**src/rtl/probe_seq.sv**
```systemverilog
// probe_seq: turns one AXI byte read/write request into a UART probe command stream and returns one response
// ports: clk, m_aresetn (async, active low)
//        req_valid/req_ready/req_write/req_addr/req_wdata/req_ae   request in
//        cmd_valid/cmd_data/cmd_ready                               command bytes to probe rx
//        probe_tx_valid/probe_tx_data/probe_tx_ready                reply bytes from probe tx
//        rsp_valid/rsp_ready/rsp_rdata/rsp_resp/rsp_err             response out
module probe_seq #(
  parameter int POLL_LIMIT = 16,
  parameter int WAIT_LIMIT = 1024
) (
  input  logic        clk,
  input  logic        m_aresetn,
  input  logic        req_valid,
  output logic        req_ready,
  input  logic        req_write,
  input  logic [31:0] req_addr,
  input  logic [7:0]  req_wdata,
  input  logic        req_ae,
  output logic        cmd_valid,
  output logic [7:0]  cmd_data,
  input  logic        cmd_ready,
  input  logic        probe_tx_valid,
  input  logic [7:0]  probe_tx_data,
  output logic        probe_tx_ready,
  output logic        rsp_valid,
  input  logic        rsp_ready,
  output logic [7:0]  rsp_rdata,
  output logic [1:0]  rsp_resp,
  output logic        rsp_err
);
  typedef enum logic [3:0] {
    IDLE, ADDR_CMD, ADDR_DAT, CTRL_CMD, CTRL_DAT, WDAT_CMD, WDAT_DAT,
    POLL_CMD, POLL_WAIT, RD_CMD, RD_WAIT, RESP
  } state_t;
  localparam int PW = $clog2(POLL_LIMIT + 1);
  localparam int WW = $clog2(WAIT_LIMIT + 1);
  localparam logic [PW-1:0] PMAX = PW'(POLL_LIMIT - 1);
  localparam logic [WW-1:0] WMAX = WW'(WAIT_LIMIT - 1);
  state_t st, st_n;
  logic wr_r, ae_r, err_n, cmd_fire, rx_fire, done, poll_last, wait_last;
  logic [31:0] a_r, sh;
  logic [7:0] wd_r;
  logic [3:0] sh_v, need, need_req;
  logic [1:0] idx;
  logic [PW-1:0] poll_cnt;
  logic [WW-1:0] wait_cnt;
  // an address byte must be sent unless the probe is known to already hold it
  function automatic logic [3:0] need_f(input logic [31:0] a, input logic [31:0] s, input logic [3:0] v);
    for (int n = 0; n < 4; n++) need_f[n] = !v[n] || (s[8*n +: 8] != a[8*n +: 8]);
  endfunction
  assign need_req = need_f(req_addr, sh, sh_v);
  assign need = need_f(a_r, sh, sh_v);
  assign idx = need[0] ? 2'd0 : need[1] ? 2'd1 : need[2] ? 2'd2 : 2'd3;
  assign req_ready = st == IDLE;
  assign rsp_valid = st == RESP;
  assign probe_tx_ready = st == POLL_WAIT || st == RD_WAIT;
  assign cmd_valid = st inside {ADDR_CMD, ADDR_DAT, CTRL_CMD, CTRL_DAT, WDAT_CMD, WDAT_DAT, POLL_CMD, RD_CMD};
  assign cmd_fire = cmd_valid && cmd_ready;
  assign rx_fire = probe_tx_ready && probe_tx_valid;
  assign done = wr_r ? probe_tx_data[2] : probe_tx_data[3];
  assign poll_last = poll_cnt == PMAX;
  assign wait_last = probe_tx_ready && !probe_tx_valid && wait_cnt == WMAX;
  always_comb begin
    case (st)
      ADDR_CMD: cmd_data = 8'h12 + {6'b0, idx};
      ADDR_DAT: cmd_data = a_r[8*idx +: 8];
      CTRL_CMD: cmd_data = 8'h19;
      CTRL_DAT: cmd_data = {6'b0, ae_r, ~wr_r};
      WDAT_CMD: cmd_data = 8'h17;
      WDAT_DAT: cmd_data = wd_r;
      POLL_CMD: cmd_data = 8'h18;
      RD_CMD:   cmd_data = 8'h16;
      default:  cmd_data = 8'h00;
    endcase
  end
  always_comb begin
    st_n = st;
    err_n = 1'b0;
    case (st)
      IDLE:     if (req_valid) st_n = |need_req ? ADDR_CMD : CTRL_CMD;
      ADDR_CMD: if (cmd_fire) st_n = ADDR_DAT;
      ADDR_DAT: if (cmd_fire) st_n = |(need & ~(4'b1 << idx)) ? ADDR_CMD : CTRL_CMD;
      CTRL_CMD: if (cmd_fire) st_n = CTRL_DAT;
      CTRL_DAT: if (cmd_fire) st_n = wr_r ? WDAT_CMD : POLL_CMD;
      WDAT_CMD: if (cmd_fire) st_n = WDAT_DAT;
      WDAT_DAT: if (cmd_fire) st_n = POLL_CMD;
      POLL_CMD: if (cmd_fire) st_n = POLL_WAIT;
      POLL_WAIT: begin
        if (rx_fire) begin
          st_n = done ? (wr_r ? RESP : RD_CMD) : poll_last ? RESP : POLL_CMD;
          err_n = !done && poll_last;
        end else if (wait_last) begin
          st_n = RESP;
          err_n = 1'b1;
        end
      end
      RD_CMD:   if (cmd_fire) st_n = RD_WAIT;
      RD_WAIT: begin
        st_n = (rx_fire || wait_last) ? RESP : RD_WAIT;
        err_n = !rx_fire && wait_last;
      end
      RESP:     if (rsp_ready) st_n = IDLE;
      default:  st_n = IDLE;
    endcase
  end
  always_ff @(posedge clk or negedge m_aresetn) begin
    if (!m_aresetn) begin
      st <= IDLE;
      wr_r <= 1'b0;
      ae_r <= 1'b0;
      a_r <= '0;
      wd_r <= '0;
      sh <= '0;
      sh_v <= '0;
      poll_cnt <= '0;
      wait_cnt <= '0;
      rsp_rdata <= '0;
      rsp_resp <= '0;
      rsp_err <= 1'b0;
    end else begin
      st <= st_n;
      if (st == IDLE && req_valid) begin
        wr_r <= req_write;
        ae_r <= req_ae;
        a_r <= req_addr;
        wd_r <= req_wdata;
        poll_cnt <= '0;
        rsp_rdata <= '0;
        rsp_resp <= '0;
      end
      if (st == ADDR_DAT && cmd_fire) begin
        sh[8*idx +: 8] <= a_r[8*idx +: 8];
        sh_v[idx] <= 1'b1;
      end
      if (st == POLL_WAIT && rx_fire) begin
        if (done) rsp_resp <= wr_r ? probe_tx_data[5:4] : probe_tx_data[7:6];
        else if (!poll_last) poll_cnt <= poll_cnt + 1'b1;
      end
      if (st == RD_WAIT && rx_fire) rsp_rdata <= probe_tx_data;
      wait_cnt <= !probe_tx_ready ? '0 : (wait_cnt == WMAX ? wait_cnt : wait_cnt + 1'b1);
      if (err_n) rsp_err <= 1'b1;
      else if (st == RESP && rsp_ready) rsp_err <= 1'b0;
      // after an error or an auto-incrementing access the probe's address is unknown
      if (err_n || (st != RESP && st_n == RESP && ae_r)) sh_v <= '0;
    end
  end
endmodule
```
**config.mk**
```make
export PLATFORM = sky130hd
export DESIGN_NAME = probe_seq
export DESIGN_NICKNAME = d
export VERILOG_FILES = /design/src/rtl/probe_seq.sv
export SDC_FILE = /design/constraint.sdc
export NUM_CORES = 1
export LEC_CHECK = 0
export BUFFER_PORTS_ARGS = -buffer_cell sky130_fd_sc_hd__buf_4
export CORE_ASPECT_RATIO = 0.75
export CORE_MARGIN = 4
export CORE_UTILIZATION = 45
export CTS_CLUSTER_DIAMETER = 150
export DETAILED_ROUTE_END_ITERATION = 16
export HOLD_SLACK_MARGIN = 0.03
export SYNTH_ARGS = -nofsm -noshare
export SYNTH_HDL_FRONTEND = slang
export SYNTH_SLANG_ARGS = --single-unit
```
**constraint.sdc**
```tcl
create_clock -name clk -period 7.12 [get_ports clk]
set_input_delay 0.356 -clock clk [delete_from_list [all_inputs] [get_ports clk]]
set_output_delay 0.356 -clock clk [all_outputs]
set_load 0.03 [all_outputs]
```
* Word-level counts from Yosys, hierarchy flattened
Cells that the tools add are included.
Cells by class: add/subtract/negate cells 4, magnitude comparators 2, equality and inequality tests 24, shifts and indexed selects 4, mux-type cells 47, bitwise gates (word level) 4, reductions and logical operators 39
Operators by type and width (count):
- $mux W4 | 16
- $ne A8 B8 Y1 | 8
- $pmux W8 S8 | 1
- $pmux W4 S12 | 1
- $neg A5 Y34 | 1
- $shift A8 B34 Y32 const A | 1
- $shiftx A8 B34 Y32 | 1
- $bwmux W32 | 1
- $shiftx A32 B6 Y8 | 1
- $mux W11 | 2
- $eq A4 B4 Y1 const B | 5
- $mux W2 | 10
- $mux W5 | 4
- $eq A4 B3 Y1 const B | 4
- $mux W8 | 2
- $logic_and A1 B1 Y1 | 14
- $add A11 B1 Y11 const B | 1
- $eq A11 B10 Y1 const B | 1
- $logic_or A1 B1 Y1 | 11
- $eq A4 B2 Y1 const B | 2
- $mux W1 | 8
- $reduce_bool A8 Y1 | 1
- $reduce_or A4 Y1 | 2
- $logic_not A1 Y1 | 7
- other kinds (17) | 19
Word-level totals: flip-flop bits (word level) 109, input port bits 56, output and inout bits 23

* Longest topological paths before layout
Gate-level depths: netlist of the first run.
word-level depth 17, depth in mapped cells 12

* Worst setup path after synthesis of the first run
Ideal clock, no wire load.
kind flip-flop to flip-flop, start point reg a_r[11], end point reg sh[1], library setup time 0.090 ns, arrival time 2.884 ns, data required time 7.030 ns, slack 4.147 ns, stages on the path, launching flop included 9, clock period less this slack 2.973 ns, cells stage by stage dfrtp_1 > xor2_1 > nor4b_4 > nand3_2 > nor4_1 > ha_1 > or4b_1 > buf_2 > o31ai_4
Between the ends: cells in the longest elaborated chain, start to end 7, elaborated cells between the ends (all ways) 9, those cells by class add/sub (1); eq/ne (1); shift (3); mux (3); reduce/logical (1)
Ends and longest elaborated chain:
- start: declaration | RTL line 41 | logic [31:0] a_r, sh;
- start signal: assignment | RTL line 125 | a_r <= req_addr;
- $ne A8 B8 Y1 | RTL line 49 | for (int n = 0; n < 4; n++) need_f[n] = !v[n] || (s[8*n +: 8] != a[8*n +: 8]);
- $logic_or A1 B1 Y1 | RTL line 49
- $mux W2 (2 in series) | RTL line 53 | assign idx = need[0] ? 2'd0 : need[1] ? 2'd1 : need[2] ? 2'd2 : 2'd3;
- $shiftx A32 B6 Y8 or $neg A5 Y34 (tied branches) | RTL line 132 | sh[8*idx +: 8] <= a_r[8*idx +: 8];
- $shiftx A8 B34 Y32 or $shift A8 B34 Y32 (tied branches) | RTL line 132
- $bwmux W32 (*) | RTL line 132
- end signal: indexed assignment | RTL line 132
- end: declaration | RTL line 41
Every way passes the cells marked *; elsewhere a longest branch is shown, timed or not. A chain may end at the register's enable or synchronous reset.

* Worst setup path after layout of the first run
start point reg a_r[11], end point reg sh[14]
Same word-level chain as after synthesis.

==> results of run 1 <==
## placed cells by master (no fill, tap or decap), drive strengths merged, types with 5 or more instances in the layout
| cell | instances |
|---|---|
| o21ai | 48 |
| inv | 14 |
| clkbuf | 10 |
| nor2b | 6 |
| mux2i | 5 |
| nor2 | 24 |
| o31ai | 10 |
| buf | 80 |
| dfrtp | 109 |
| a311oi | 5 |
| nor3 | 13 |
| nand3 | 23 |
| ha | 10 |
| a22o | 11 |
| xnor2 | 56 |
| and2 | 7 |
| or3 | 11 |
| o41ai | 5 |
| xor2 | 18 |
| a31oi | 10 |
| clkinv | 5 |
| a21oi | 18 |
| nor4 | 10 |
| and3 | 8 |
| nand2 | 184 |
| nand2b | 6 |
| nand4 | 20 |
## layer usage
metal | vias to the layer above | GRT usage (%) | part of all wire (%) | routed length (um)
met5 | - | 0 | 0 | 0
met4 | 0 | 5.108 | 1.3 | 248
met3 | 19 | 6.043 | 7.7 | 1456
met2 | 193 | 34.49 | 42 | 7834
met1 | 2661 | 38.69 | 49 | 9315
li1 | 2611 | - | - | -
## kinds of logic after synthesis
logic type | Yosys count | share of synthesized area [%]
simple gates | 326 | 24.60
fa+ha+maj | 10 | 2.012
buf+inv | 49 | 3.098
flops | 109 | 43.85
mux | 6 | 0.9857
xor+xnor | 74 | 10.42
compound gates | 139 | 15.03
## registers in the layout (all words and copies together), names as in the netlist
register / count
sh_v: 4
rsp_err: 1
rsp_rdata: 8
ae_r: 1
rsp_resp: 2
st: 4
poll_cnt: 5
sh: 32
wd_r: 8
wait_cnt: 11
a_r: 32
wr_r: 1
## area by class of cell
cell class	instances	area (sq um)	area share, %
Inverter	14	52.55	0.7302
Timing Repair Buffer	81	610.6	8.484
Sequential cell	109	2728	37.90
Tap cell	171	214.0	2.973
Multi-Input combinational cell	555	3301	45.86
Clock buffer	10	229.0	3.182
Clock inverter	6	62.56	0.8693
## critical path: cells and delay by family (launching register included)
kind / cells / cell delay [ns]
and+or+nand+nor: 5 / 2.08
DFF: 1 / 0.42
buffers and inverters: 2 / 0.34
adders and majority gates: 1 / 0.31
xor gates and xnor gates: 1 / 0.22
AOI/OAI and AO/OA: 1 / 0.19
## through the flow
stage               hold slack, ns  setup slack [ns]  cell area (sq um)
global route                0.1829             3.117               7197
floorplan                  0.06041             4.147               6220
global placement            0.3870             3.799               6895
CTS                         0.1756             3.478               7197
finish                      0.1855             3.479               7197
detailed placement          0.3958             3.495               6895
## power by group
group          internal, mW  leakage [nW]  switching (mW)  total (mW)
clock                 0.273         0.147           0.232       0.505
combinational         0.407          1.67           0.698        1.10
sequential            0.771          1.43           0.238        1.01
total                  1.45          3.24            1.17        2.62
## path summary, 6_finish.rpt
path                                 from          end  slack, ns  depth (start not counted)
worst max-delay path              a_r[11]       sh[14]       3.48                         10
worst min register to register    rsp_err      rsp_err       0.48                          1
worst max register to register    a_r[11]       sh[14]       3.48                         10
max in group asynchronous       m_aresetn  wait_cnt[7]       5.32                          3
min in group asynchronous       m_aresetn      a_r[23]       0.54                          2
worst min-delay path               req_ae         ae_r       0.19                          3
## what timing repair did
| item | in CTS | in global routing |
|---|---|---|
| buffers inserted | 0 | 0 |
| setup endpoints to repair | 0 | 0 |
| resized for setup | 0 | 0 |
| endpoints found under the hold margin | 44 | 0 |
| hold buffers | 1 | 0 |
==> metrics, run 1 <==
run status=completed; layout cells sized above 1=13.68%; Die X=143.8 um; FF+latch count, synth=109; Worst Clk Skew=0.009332 ns; CTS tree=done; vias in the first global route=5280; CTS Buffer Depth=2; CP arrival=3.92 ns; min cycle time layout=3.641 ns; top cells by area, synth=dfrtp_1 (44%), nand2_1 (11%), xnor2_1 (7.9%); Async S/R FF share, synth=100.0%; initial DRC count=594; Final Slew Violations=0; largest net degree at the start of global routing=66; commonest cells in the netlist=nand2_1 (184), dfrtp_1 (109), xnor2_1 (56); global-route usage over all layers=24.76%; area grow syn2layout=15.71%; Inserted Diodes=0; Final period util=51.14%; DRC=0; Tightest Hold Check Type=in2reg; EDFF count, synth=0; critical path's largest stage delay=0.80 ns; Synth top area share=43.85%; initial antenna violation count=0; final core occ=54.35%; Setup violations, final=0; total iterations of the first detailed-routing run=5; Design Power=2.619 mW; port bufs=78; register area share after synthesis=43.85%; Syn Inst Count=713; count of antenna-violating nets left after detailed routing=0; CP most frequent cell=inv_1; core region area=13240 sq um; Critical Path Source Type=flop; Post-Syn Nets=779; Worst Setup Path Type=reg2reg; Max FO, Critical Path=7; Lkg Pwr=3.242 nW; Critical Path RT=7.40 ns; Post-Layout Cell Count=946; Synth cell types=63; fill cell count=1262; clk_lat worst skew=0.35 ns; nature of the critical path endpoint=flop; Die Height=109.8 um; clk root buf=clkbuf_16; Vias/cell=5.797; count of final hold-check violations=0; Initial Util=46.97%; CTS Buf Count=9; htree depth=3; Wirelength per Cell=19.93 um; Slew @ Worst Pin=1.024 ns; CP max-delay cell=nor4_1; Synth Warn #=0; Setup TNS Final=0 ns; die area=15790 sq um; GP Congestion=0.9513; Top FF cell, synth=dfrtp_1; Yosys top cell by area=dfrtp_1; hpwl dp=14300 um; max-cap check violation count=0; clk slew on worst S/H paths=0.07 ns; num rows=36; placed instance count=929; io pins=79; WL final=18850 um; Mapped Area=6220 sq um; Sink Count=109; first-pass GRT wire length=29670 um; pwr/cell area=363.9 nW/um^2; fmax=0.2746 GHz; GR Overflow Total=0; RSZ-0062 raised after global routing=false; most common cell in the netlist=nand2_1; Avg Synthesized Cell Area=8.723 sq um; Slew HR=31.10%; crit path cell chain=xor2_1 -> nor4b_4 -> nand3_2 -> nor4_1 -> inv_1 -> ha_1 -> inv_1 -> nand2_1 -> or3_1 -> o21ai_1; # nets final=836; via count=5484; Worst IR Drop VDD=0.2607 mV
Note: power is estimated with default switching activity, not from simulation.
==> run 2: changes to the inputs <==
==> constraint.sdc (replaced) <==
create_clock -name clk -period 3.4 [get_ports clk]
set_input_delay 0.17 -clock clk [delete_from_list [all_inputs] [get_ports clk]]
set_output_delay 0.17 -clock clk [all_outputs]
set_load 0.03 [all_outputs]
==> metrics, run 2 (same netlist as run 1, synthesis figures left out) <==
count of final hold-check violations=0 (unchanged); Hold WS=0.04709 ns (was 0.1855 ns); first-pass GRT wire length=30170 um (was 29670 um); layout cells sized above 1=14.48% (was 13.68%); Initial Util=46.97% (unchanged); Max FO, Critical Path=18 (was 7); num rows=36 (unchanged); # nets final=891 (was 836); Setup violations, final=0 (unchanged); commonest cells after routing, fill and taps aside=nand2_1 (184), dfrtp_1 (109), buf_4 (94) (was nand2_1 (184), dfrtp_1 (109), buf_4 (80)); vias in the first global route=5316 (was 5280); DRC=0 (unchanged); clk_lat worst skew=0.36 ns (was 0.35 ns); initial antenna violation count=0 (unchanged); Post-Layout Cell Count=1000 (was 946); Resize count post-CTS=0 (unchanged); Final Cell Area=7695 sq um (was 7197 sq um); max-cap check violation count=0 (unchanged); Sink Count=109 (unchanged); area grow syn2layout=23.72% (was 15.71%); Final Slew Violations=0 (unchanged); pwr/cell area=720.7 nW/um^2 (was 363.9 nW/um^2); total iterations of the first detailed-routing run=5 (unchanged); global-route usage over all layers=25.42% (was 24.76%); clk slew on worst S/H paths=0.07 ns (about the same); CP arrival=3.05 ns (was 3.92 ns); RSZ-0062 raised after global routing=false (unchanged); Critical Path RT=3.23 ns (was 7.40 ns); FF+latch area=2728 sq um (unchanged); clk root buf=clkbuf_16 (unchanged); hpwl dp=14580 um (was 14300 um); largest net degree at the start of global routing=65 (was 66); port bufs=78 (unchanged); Setup TNS Final=0 ns (unchanged); Worst Setup Path Type=reg2out (was reg2reg); via count=5723 (was 5484); fill cell count=1235 (was 1262); Critical Path Source Type=flop (unchanged); CP max-delay cell=or3_1 (was nor4_1); Worst Clk Skew=0.009208 ns (was 0.009332 ns); min cycle time layout=3.222 ns; Vias/cell=5.723 (was 5.797); GR Overflow Total=0 (unchanged); die area=15790 sq um (unchanged); Die Height=109.8 um (unchanged); CTS Buf Count=9 (unchanged); WL final=19730 um (was 18850 um); initial DRC count=625 (was 594); Slew HR=42.50% (was 31.10%); Lkg Pwr=3.472 nW (was 3.242 nW); most common cell after layout, fill and taps aside=nand2_1 (unchanged); count of antenna-violating nets left after detailed routing=0 (unchanged); Inserted Diodes=0 (unchanged); Wirelength per Cell=19.73 um (was 19.93 um); Slew @ Worst Pin=0.8625 ns (was 1.024 ns); CTS Buffer Depth=2 (unchanged); Placed Area=7000 sq um (was 6895 sq um); nature of the critical path endpoint=output port (was flop); largest registers=a_r x32, sh x32, wait_cnt x11 (unchanged); core region area=13240 sq um (unchanged); fmax=0.3104 GHz; Worst IR Drop VDD=0.3998 mV (was 0.2607 mV); io pins=79 (unchanged); Tightest Hold Check Type=in2reg (unchanged); GP Congestion=0.9286 (was 0.9513); run status=completed (unchanged); Final period util=94.76%; placed instance count=943 (was 929); crit path cell chain=xnor2_1 -> nand4_1 -> or3_1 -> a311oi_1 -> a21oi_1 -> o22ai_1 -> buf_4 (was xor2_1 -> nor4b_4 -> nand3_2 -> nor4_1 -> inv_1 -> ha_1 -> inv_1 -> nand2_1 -> or3_1 -> o21ai_1); CTS tree=done (unchanged); Die X=143.8 um (unchanged); area occupied by multi-input gates=3301 sq um (unchanged); critical path's largest stage delay=0.69 ns (was 0.80 ns); htree depth=3 (unchanged)
## run 2: cell types whose count changed in the layout (fill, tap and decap cells not counted), sizes merged
cell	delta
inv	+1
buf	+14
clkbuf	-1
bufinv	-1
dlygate4sd3	+41
## run 2: repair_timing
| item | in CTS | in global routing |
|---|---|---|
| buffers inserted | 0 | 0 |
| hold endpoints to repair | 103 | 0 |
| hold buffers | 42 | 0 |
## run 2: worst paths after layout
kind                             startpoint           end  slack [ns]  cells past startpoint
max                                   sh[2]   cmd_data[2]        0.18                      7
min                        probe_tx_data[2]  rsp_rdata[2]        0.05                      2
max reg2reg                           sh[8]         sh[1]        0.34                      8
min reg2reg                     wait_cnt[9]  wait_cnt[10]        0.49                      1
max in group asynchronous         m_aresetn   wait_cnt[6]        2.02                      3
min in group asynchronous         m_aresetn       a_r[17]        0.47                      2
## run 2: metal layers
| layer | global-route usage, % | up-vias | part of all wire [%] |
|---|---|---|---|
| met5 | 0 | - | 0 |
| met4 | 5.444 | 0 | 1.1 |
| met3 | 7.348 | 20 | 9.7 |
| met2 | 35.86 | 235 | 42 |
| met1 | 38.54 | 2748 | 48 |
| li1 | - | 2720 | - |
## run 2: metrics by stage
step	worst slack [ns]	total power, mW	util, %
after floorplan	0.4265	3.584	-
after global placement	0.4681	4.446	52.86
after detailed placement	0.4062	4.463	52.86
after CTS	0.2056	5.531	58.11
after global routing	0.02547	5.878	58.11
final	0.1782	5.546	58.11
## run 2: final cells by class
class                      instances  area share, %
clock buffer                       9          2.927
timing repair buffer             136          14.63
clock inverter                     6         0.6341
tap                              171          2.780
inverter                          14         0.6829
sequential                       109          35.45
multi-input combinational        555          42.89
## run 2: worst max-delay path, delay by kind of cell (launching register included)
| kind | cells | cell delay, ns |
|---|---|---|
| AOI/OAI and AO/OA | 3 | 0.90 |
| and+or+nand+nor | 2 | 0.90 |
| DFF | 1 | 0.42 |
| xor gates and xnor gates | 1 | 0.26 |
| buffers and inverters | 1 | 0.20 |
## run 2: report_power, final
group          leakage (nW)  internal, mW  switching (mW)
Sequential             1.43          1.62           0.436
Combinational          1.91         0.935            1.55
Clock                 0.136         0.502           0.507
